===== src/rtl/mem_port_arbiter.sv =====
// Two-requester (fetch I / data D) arbiter for a single-ported memory with fixed read latency.
// Latency: mem_en one cycle after grant, done pulse MEM_LAT+2 cycles after grant; accesses spaced MEM_LAT+3.
// Backpressure: requesters hold req until done; ties alternate round-robin, losers wait in IDLE.
module mem_port_arbiter #(
    parameter int AW      = 8,
    parameter int DW      = 8,
    parameter int MEM_LAT = 1
) (
    input  logic          clk,
    input  logic          rst,
    input  logic          i_req,
    input  logic [AW-1:0] i_addr,
    output logic [DW-1:0] i_rdata,
    output logic          i_done,
    input  logic          d_req,
    input  logic          d_we,
    input  logic [AW-1:0] d_addr,
    input  logic [DW-1:0] d_wdata,
    output logic [DW-1:0] d_rdata,
    output logic          d_done,
    output logic          mem_en,
    output logic          mem_we,
    output logic [AW-1:0] mem_addr,
    output logic [DW-1:0] mem_wdata,
    input  logic [DW-1:0] mem_rdata,
    output logic          busy,
    output logic          gnt_d
);

    typedef enum logic [1:0] {IDLE, ACCESS, WAIT, DONE} state_t;

    localparam int            CW     = 3;
    localparam logic [CW-1:0] LAT_M1 = CW'(MEM_LAT - 1);

    state_t        state, state_nxt;
    logic [CW-1:0] cnt;
    logic          grant_go;
    logic          grant_d;

    always_comb begin
        state_nxt = state;
        grant_go  = 1'b0;
        grant_d   = gnt_d;
        case (state)
            IDLE: begin
                if (i_req || d_req) begin
                    grant_go  = 1'b1;
                    // On a tie the requester that did not own the last access wins.
                    grant_d   = (i_req && d_req) ? ~gnt_d : d_req;
                    state_nxt = ACCESS;
                end
            end
            ACCESS:  state_nxt = WAIT;
            WAIT:    if (cnt == '0) state_nxt = DONE;
            DONE:    state_nxt = IDLE;
            default: state_nxt = IDLE;
        endcase
    end

    always_ff @(posedge clk) begin
        if (rst) begin
            state     <= IDLE;
            cnt       <= '0;
            gnt_d     <= 1'b1;
            mem_en    <= 1'b0;
            mem_we    <= 1'b0;
            mem_addr  <= '0;
            mem_wdata <= '0;
            i_rdata   <= '0;
            d_rdata   <= '0;
            i_done    <= 1'b0;
            d_done    <= 1'b0;
        end else begin
            state  <= state_nxt;
            mem_en <= 1'b0;
            i_done <= 1'b0;
            d_done <= 1'b0;

            if (grant_go) begin
                gnt_d     <= grant_d;
                mem_en    <= 1'b1;
                mem_addr  <= grant_d ? d_addr : i_addr;
                mem_we    <= grant_d & d_we;
                mem_wdata <= d_wdata;
            end

            if (state == ACCESS) begin
                cnt <= LAT_M1;
            end

            if (state == WAIT) begin
                if (cnt == '0) begin
                    // mem_we still reflects the current access, so it marks a store here.
                    if (gnt_d) begin
                        if (!mem_we) d_rdata <= mem_rdata;
                        d_done <= 1'b1;
                    end else begin
                        i_rdata <= mem_rdata;
                        i_done  <= 1'b1;
                    end
                end else begin
                    cnt <= cnt - 3'd1;
                end
            end
        end
    end

    assign busy = (state != IDLE);

endmodule

===== config.mk =====
export PLATFORM = sky130hd
export DESIGN_NAME = mem_port_arbiter
export DESIGN_NICKNAME = d
export VERILOG_FILES = /design/src/rtl/mem_port_arbiter.sv
export SDC_FILE = /design/constraint.sdc
export NUM_CORES = 1
export LEC_CHECK = 0
export BUFFER_PORTS_ARGS = -buffer_cell sky130_fd_sc_hd__buf_2
export CORE_MARGIN = 3
export CORE_UTILIZATION = 42
export CTS_CLUSTER_DIAMETER = 120
export DETAILED_ROUTE_END_ITERATION = 8
export GPL_ROUTABILITY_DRIVEN = 0
export PLACE_DENSITY = 0.75
export SLEW_MARGIN = 20
export SYNTH_ARGS = -nofsm -noshare
export SYNTH_HDL_FRONTEND = slang
export SYNTH_SLANG_ARGS = --single-unit

===== constraint.sdc =====
create_clock -name clk -period 1.56 [get_ports clk]
set_input_delay 0.312 -clock clk [delete_from_list [all_inputs] [get_ports clk]]
set_output_delay 0.312 -clock clk [all_outputs]
set_load 0.005 [all_outputs]

Yosys cells after proc, flatten, opt, wreduce, memory -nomap -nowiden:

Cells that the tools add are included.

* register bits after elaboration: 42
* input port bits: 37
* output and inout bits: 38
* word-level logic and storage cells: 46

* $add $sub $neg: 1
* eq/ne operators: 5
* mux-type cells: 15
* bitwise operators: 5
* reductions and logical operators: 9

Operators with widths (number)
* $mux W3: 3
* $mux W1: 8
* $mux W8: 1
* $pmux W2 S4: 1
* $eq A2 B2 Y1 const B: 2
* $mux W2: 2
* $not A1 Y1: 4
* $reduce_and A4 Y1: 1
* $logic_not A3 Y1: 1
* $reduce_and A3 Y1: 1
* $reduce_or A3 Y1: 1
* $sub A3 B1 Y3 const B: 1
* $eq A2 B1 Y1 const B: 1
* $logic_not A2 Y1: 1
* $ne A2 B1 Y1 const B: 1
* $ne A2 B2 Y1 const B: 1
* $reduce_and A2 Y1: 1
* $reduce_bool A2 Y1: 1
* $and A1 B1 Y1: 1
* $logic_and A1 B1 Y1: 1
* $logic_or A1 B1 Y1: 1

Longest topological paths before layout:

Gate-level depths: netlist of the first run.

* word-level depth: 5
* mapped depth: 8
* mapped depth without buffers: 6

Least setup slack after synthesis of the first run:

Ideal clock, no wire load.

* kind: flip-flop to flip-flop
* start: register cnt[0]
* end: register i_rdata[5]
* library setup time: 0.133 ns
* arrival: 1.378 ns
* required time: 1.427 ns
* path slack: 0.050 ns
* cell stages (with the launch flop): 9
* buffers on the path: 2
* clock period less this slack: 1.510 ns
* cell sequence: dfxtp_1 -> inv_1 -> ha_1 -> nand2b_4 -> buf_6 -> or3b_1 -> buf_2 -> nand2_1 -> a21oi_1

* word-level cells in the longest chain between the ends: 2

Ends and longest elaborated chain
* start: declaration: line 36 `logic [CW-1:0] cnt;`
* start signal: assignment: line 102 `cnt <= cnt - 3'd1;`
* $logic_not A3 Y1: line 92 `if (cnt == '0) begin`
* $reduce_and A3 Y1 (no source line)
* end signal: assignment: line 98 `i_rdata <= mem_rdata;`
* end: declaration: line 13 `output logic [DW-1:0] i_rdata,`

Every way passes these cells.
A chain may end at the register's enable or synchronous reset.

Worst setup path in the final report of the first run:

* start: register state[0]
* end: register i_rdata[6]

* word-level cells in the longest chain between the ends: 2

Ends and longest elaborated chain
* start: declaration: line 35 `state_t state, state_nxt;`
* start signal: assignment: line 74 `state <= state_nxt;`
* $eq A2 B2 Y1: line 91 `if (state == WAIT) begin`
* $reduce_and A3 Y1 (no source line)

Every way passes these cells.

==> results of run 1 <==
-- layer usage --
| metal | track usage, % | part of all wire, % |
|---|---|---|
| met2 | 27.8 | 48 |
| met4 | 4.56 | 1.1 |
| met3 | 6.52 | 8.0 |
| met1 | 18.6 | 43 |
| met5 | 0 | 0 |
-- what timing repair did --
action | in CTS | in global routing
setup endpoints to repair | 3 | 27
buffers inserted | 0 | 2
hold buffers | 0 | 0
hold endpoints to repair | 0 | 0
pin swaps | 0 | 4
gates resized for setup | 3 | 22
cloned | 1 | 0
-- worst max-delay path by stage --
stage | startpoint | end | slack [ns] | depth (start not counted)
after global placement | cnt[0] | i_rdata[4] | 0.06 | 6
after global routing | state[0] | mem_addr[2] | -0.007 | 7
final | state[0] | i_rdata[6] | 0.09 | 5
after CTS | cnt[0] | d_rdata[7] | 0.005 | 8
after floorplan | cnt[0] | i_rdata[5] | 0.05 | 8
after detailed placement | cnt[0] | d_rdata[7] | 0.02 | 8
-- cells by family after synthesis --
logic type / count (synthesis) / share of synthesized area, %
and+or+nand+nor: 73 / 19.8
DFF: 42 / 50.0
AOI/OAI and AO/OA: 32 / 11.1
muxes: 18 / 10.8
buffers and inverters: 16 / 4.68
adders and majority gates: 5 / 3.72
-- placed cells by master (no fill, tap or decap), types with 2 or more instances in the layout --
| cell | instances |
|---|---|
| nand3b_1 | 2 |
| ha_1 | 2 |
| buf_4 | 7 |
| or2_2 | 2 |
| dfxtp_2 | 4 |
| nor2_1 | 25 |
| buf_12 | 2 |
| ha_4 | 2 |
| nand2_1 | 34 |
| dfxtp_1 | 38 |
| mux2i_2 | 2 |
| buf_2 | 74 |
| mux2i_1 | 15 |
| buf_6 | 3 |
| nand3_1 | 2 |
| a211oi_1 | 6 |
| clkbuf_8 | 5 |
| a211oi_2 | 2 |
| a21oi_1 | 19 |
| nor3_1 | 2 |
| inv_2 | 4 |
-- state kept, by name, summed over array words and instances (netlist names), named ones only --
register,cells
mem_addr,8
cnt,3
state,2
mem_en,1
d_rdata,8
d_done,1
mem_wdata,8
i_rdata,8
mem_we,1
i_done,1
-- worst max-delay path: cells and delay by family, from the launching register on --
family | cells | cell delay (ns)
buf+inv | 1 | 0.07
compound gates | 1 | 0.06
simple gates | 2 | 0.65
flops | 1 | 0.34
fa+ha+maj | 1 | 0.24
-- where the power goes --
part	total [mW]	switching, mW	leakage (nW)	internal [mW]
logic	1.60	0.799	0.688	0.802
clock network	0.849	0.371	0.0514	0.478
registers	1.47	0.143	0.345	1.33
-- stage by stage --
step / setup TNS (ns) / total power [mW] / hold WS, ns / area, um2 / cells
final: 0 / 3.92 / 0.254 / 2350 / 317
after global routing: -0.0109 / 4.20 / 0.249 / 2350 / 317
after CTS: 0 / 3.79 / 0.247 / 2270 / 315
after detailed placement: 0 / 2.91 / 0.443 / 2150 / 306
after global placement: 0 / 2.87 / 0.439 / 2150 / 306
after floorplan: 0 / 2.35 / 0.448 / 1680 / 186
-- final cells by class --
cell class / instances / area [um2] / share of cell area [%]
multi-input combinational: 128 / 823 / 35.0
clock inverter: 2 / 37.5 / 1.59
sequential: 42 / 846 / 35.9
inverter: 5 / 18.8 / 0.797
tap: 48 / 60.1 / 2.55
timing repair buffer: 86 / 497 / 21.1
clock buffer: 6 / 72.6 / 3.08
==> key figures, run 1 <==
Min path
  • Worst min path class: primary input to register
  • Hold depth: 3
  • Worst hold endpoint: mem_wdata[0]
  • HP Start: d_wdata[0]

Clocking
  • CTS HTree Levels: 2
  • Reg clk slew, reported paths: 0.08 ns
  • Root buf cell: clkbuf_8
  • Clock tree from TritonCTS: done
  • CTS Buffer Depth: 2
  • Num CTS Buffers: 5
  • Clock net sink count: 42
  • Latest clock arrival within the worst-skew pair: 0.29 ns

Drt
  • Initial DRC Count: 62
  • DR vias/cell: between 4 and 5
  • DRC viols: 0
  • DRT Wirelength: around 3800 um
  • Wire length per cell: 12.0 um
  • DR pass1 iterations: 4
  • DR vias: 1,509
  • Routed Antenna Nets: 0

Synthesis
  • Dominant synthesized flop cell: dfxtp_1
  • Post-synthesis cell type count: 26
  • Synth Net Count: about 230
  • Seq/Total Area, Yosys: between 40 and 50%
  • Register bit total from synthesis: 42
  • Syn Area/Cell: 9.05 um2
  • Synth top area share: 50.0%
  • Largest cells by area after synthesis: dfxtp_1, mux2i_1, nand2_1
  • Netlist Area Pre-Place: 1680 um2
  • Synth top cells by count: dfxtp_1, nand2_1, nor2_1
  • Most common cell in the netlist: dfxtp_1
  • Post-synth ARST share: 0%
  • Synth area leader: dfxtp_1
  • Post-synth EDFFs: 0
  • Ys Warns: 0
  • Mapped Cells: around 190

Global routing
  • Total global-route track usage: 16.2%
  • Vias in the first global route: approximately 1.5k
  • Initial antenna violation count: 0
  • Pin count of the biggest net entering global routing: 43
  • Global route total overflow: 0
  • First-pass GRT wire length: 6440 um

Timing
  • Max Slew Vio Count: 0
  • Tmin final: 1.47 ns
  • PnR worst setup slack: 0.0907 ns
  • Final setup viols: 0
  • Worst Max-Slew Pin Slew: 0.312 ns
  • Setup Skew: 0.00598 ns
  • Worst rel slew slack: 79.2%
  • Fin crit share: 94.2%
  • Fmax: 681 MHz
  • Final Hold Fails: 0

Power and ir drop
  • Pwr dens: 1660 nW/um2
  • Peak supply drop: 0.00100 V
  • Leak: about 1.1 nW

Die
  • Num rows: 22
  • Core box area: 3770 um2
  • Die area: 4800 um2
  • Initial core utilization: 44.6%
  • # IOs: 75
  • Die H: 69.3 um
  • Die width: 69.3 um

Worst setup path
  • Crit path max-delay cell type: or3b_1
  • Critical Path Fanout Max: 9
  • Reg2reg path depth: 5
  • Crit Path Category: register to register
  • CP Cell Sequence: inv_2 > ha_2 > or3b_1 > nand2_1 > a21oi_1
  • FF-to-FF Start: state[0]
  • CP endpoint kind: register
  • Critical Path Source Type: register
  • Crit path DAT: 1.65 ns
  • CP Data Required Time: 1.74 ns
  • Flop2flop setup slack: 0.09 ns
  • RR Endpoint: i_rdata[6]
  • Max incr delay on CP: around 0.52 ns

Placed design
  • Setup WS pre-CTS: 0.0192 ns
  • Dpl hpwl: roughly 2700 um
  • Port bufs: 74

Job
  • Max-cap viol count: 0

Final layout
  • Area Growth Syn to Fin: 39.9%
  • Layout cells sized above 1: 44.2%
  • Layout Utilization: 62.4%
  • Layout Nets: between 300 and 400
  • Total inserted antenna cells: 0
  • Filler Cell Count: 339

Run status
  • Status: finished, final reports clean
Power figures use the tool's default switching activity.
==> run 2, diff against run 1 <==
--- a/config.mk
+++ b/config.mk
@@ -6,7 +6,7 @@
 export NUM_CORES = 1
 export LEC_CHECK = 0
 export BUFFER_PORTS_ARGS = -buffer_cell sky130_fd_sc_hd__buf_2
-export CORE_MARGIN = 3
+export CORE_MARGIN = 2
 export CORE_UTILIZATION = 42
 export CTS_CLUSTER_DIAMETER = 120
 export DETAILED_ROUTE_END_ITERATION = 8
==> run 2 against run 1 <==
Against the previous run: utilization fell by 3.5 points; first-iteration DRC count fell by 29%; design area fell by 2.0%; fmax fell by 0.33%; sequential power barely moved; setup slack got worse by 0.0049 ns; clock power fell by 13%; non-clock buffer count fell by 1; die area fell by 5.7%; critical endpoint is now mem_addr[5].
==> key figures, run 2 (synthesis gave the netlist of run 1 again) <==
Run status
  • Status: finished, final reports clean

Drt
  • Wire length per cell: 11.4 um (-5.3%)
  • DRT Wirelength: 3620 um (-5.0%)
  • Met2 Wirelength: 1730 um (-6.0%)
  • DRC viols: 0 (unchanged)
  • Met3 WL: 257 um (-15%)
  • M1 wire length: 1580 um (-2.4%)
  • Routed Antenna Nets: 0 (unchanged)
  • DR vias: 1,507 (-0.13%)
  • DR vias/cell: 4.74 (-0.45%)
  • Initial DRC Count: 44 (-29%)
  • DR pass1 iterations: 4 (unchanged)
  • DR top layer: met4

Power and ir drop
  • Peak supply drop: 0.00126 V (+25%)
  • Sw Share: 34.0% (+0.47 points)
  • Internal power: 2.47 mW (-5.1%)
  • Clock power frac: 19.7% (-2.0 points)
  • Sequential power share: 39.3% (+1.8 points)
  • Switch Pwr: 1.27 mW (-3.0%)
  • Pwr dens: 1620 nW/um2 (-2.4%)
  • Leak: 1.08 nW (-0.23%)
  • Logic pwr share: 41.0% (+0.2 points)

Die
  • Initial core utilization: 43.0% (-1.6 points)
  • Core box area: 3910 um2 (+3.8%)
  • Die area: 4530 um2 (-5.7%)
  • # IOs: 75 (unchanged)
  • Die width: 67.3 um (-2.9%)
  • Die H: 67.3 um (-2.9%)
  • Num rows: 23 (+4.5%)

Worst setup path
  • Critical Path Source Type: register
  • CP Data Required Time: 1.74 ns (about the same)
  • Crit Path Category: register to register
  • CP endpoint kind: register
  • Crit path DAT: 1.66 ns (about the same)
  • Critical Path Fanout Max: 5 (-4)

Final layout
  • Commonest non-fill, non-tap cell in the layout: buf_2
  • Layout Nets: 309 (-0.32%)
  • Reg area: 843 um2 (-0.30%)
  • Fin cells: 318 (+0.32%)
  • Multi-input gate area: 797 um2 (-3.2%)
  • Area Growth Syn to Fin: 37.1%
  • Layout cells sized above 1: 41.4% (-2.8 points)
  • Commonest cells after routing, fill and taps aside: buf_2, dfxtp_1, nand2_1
  • Total inserted antenna cells: 0 (unchanged)
  • Filler Cell Count: 369 (+8.8%)

Global routing
  • Vias in the first global route: 1,377 (-6.5%)
  • Total global-route track usage: 17.0% (+0.73 points)
  • Pin count of the biggest net entering global routing: 43 (unchanged)
  • First-pass GRT wire length: 5840 um (-9.4%)
  • Initial antenna violation count: 0 (unchanged)
  • Global route total overflow: 0 (unchanged)

Job
  • Max-cap viol count: 0 (unchanged)

Timing
  • Final setup viols: 0 (unchanged)
  • PnR worst setup slack: 0.0858 ns (-0.00494 ns)
  • Worst Max-Slew Pin Slew: 0.277 ns (-0.0350 ns)
  • Fin crit share: 94.5% (+0.32 points)
  • Worst rel slew slack: 81.5% (+2.3 points)
  • Setup Skew: 0.0101 ns (+0.00409 ns)
  • Sum of negative setup slack: 0 ns (unchanged)
  • RSZ-0062 raised after global routing: no
  • Max Slew Vio Count: 0 (unchanged)
  • Tmin final: 1.47 ns (+0.00494 ns)
  • Worst hold slack: 0.241 ns (-0.0134 ns)
  • Fmax: 678 MHz (-0.33%)
  • Final Hold Fails: 0 (unchanged)

Placed design
  • Port bufs: 74 (unchanged)
  • Setup WS pre-CTS: 0.0157 ns (-0.00353 ns)
  • DP Cell Count: 309 (+0.98%)
  • Dpl hpwl: 2590 um (-3.7%)

Clocking
  • Latest clock arrival within the worst-skew pair: 0.30 ns (about the same)
  • Clock net sink count: 42 (unchanged)
  • CTS HTree Levels: 2 (unchanged)
  • Reg clk slew, reported paths: 0.08 ns (about the same)
  • CTS hold repair buffers: 0 (unchanged)
  • CTS Buffer Depth: 2 (unchanged)
  • Clock tree from TritonCTS: done
  • Num CTS Buffers: 5 (unchanged)
  • Root buf cell: clkbuf_8

Min path
  • Worst min path class: primary input to register
run 2: changes by cell type in the layout (fill, tap and decap cells not counted), sizes merged:
cell	before	now
bufinv	1	0
buf	86	85
clkinvlp	1	0
inv	5	6
clkbuf	6	7
run 2: final timing paths:
path / startpoint / to / slack [ns] / cells after the start
max: state[0] / mem_addr[5] / 0.09 / 7
min: d_wdata[1] / mem_wdata[1] / 0.24 / 3
max reg2reg: state[0] / mem_addr[5] / 0.09 / 7
min reg2reg: mem_wdata[0] / mem_wdata[0] / 0.45 / 2
run 2: layer usage:
| metal | vias up | GRT usage (%) |
|---|---|---|
| met2 | 53 | 27.4 |
| li1 | 783 | - |
| met3 | 5 | 5.33 |
| met1 | 666 | 21.0 |
| met5 | - | 0 |
| met4 | 0 | 6.89 |
run 2: final cells by class:
type	count	area share, %
repair buffers	85	21.3
clock buffers	7	3.74
multi-input cells	128	34.5
clock inverters	1	0.380
flip-flops and latches	42	36.6
well taps	50	2.71
inverters	5	0.813
run 2: repair_timing:
item                       CTS  global route
setup endpoints to repair    0            27
buffers inserted             0             0
gates resized for setup      0            16
run 2: per-stage QoR:
step / area, um2 / utilization (%) / power [mW]
final: 2310 / 59.0 / 3.75
after CTS: 2260 / 57.8 / 3.69
after global routing: 2310 / 59.0 / 4.01
after floorplan: 1680 / - / 2.35
after detailed placement: 2170 / 55.4 / 2.94
after global placement: 2170 / 55.4 / 2.91
run 2: power groups by stage:
| stage | sequential, mW | combinational (mW) | clock [mW] |
|---|---|---|---|
| 2_1_floorplan | 1.49 | 0.852 | 0 |
| 3_3_place_gp | 1.48 | 1.44 | 0 |
| 3_5_place_dp | 1.48 | 1.46 | 0 |
| 4_1_cts | 1.46 | 1.47 | 0.760 |
| 5_1_grt | 1.50 | 1.70 | 0.803 |
| 6_report | 1.47 | 1.54 | 0.737 |
run 2: worst max-delay path, cell delays in order (launching register included):
cell and delay (ns):
dfxtp_2 0.34, inv_2 0.08, ha_4 0.16, a21oi_2 0.05
a31oi_1 0.23, buf_4 0.21, mux2i_1 0.20, a211oi_1 0.09
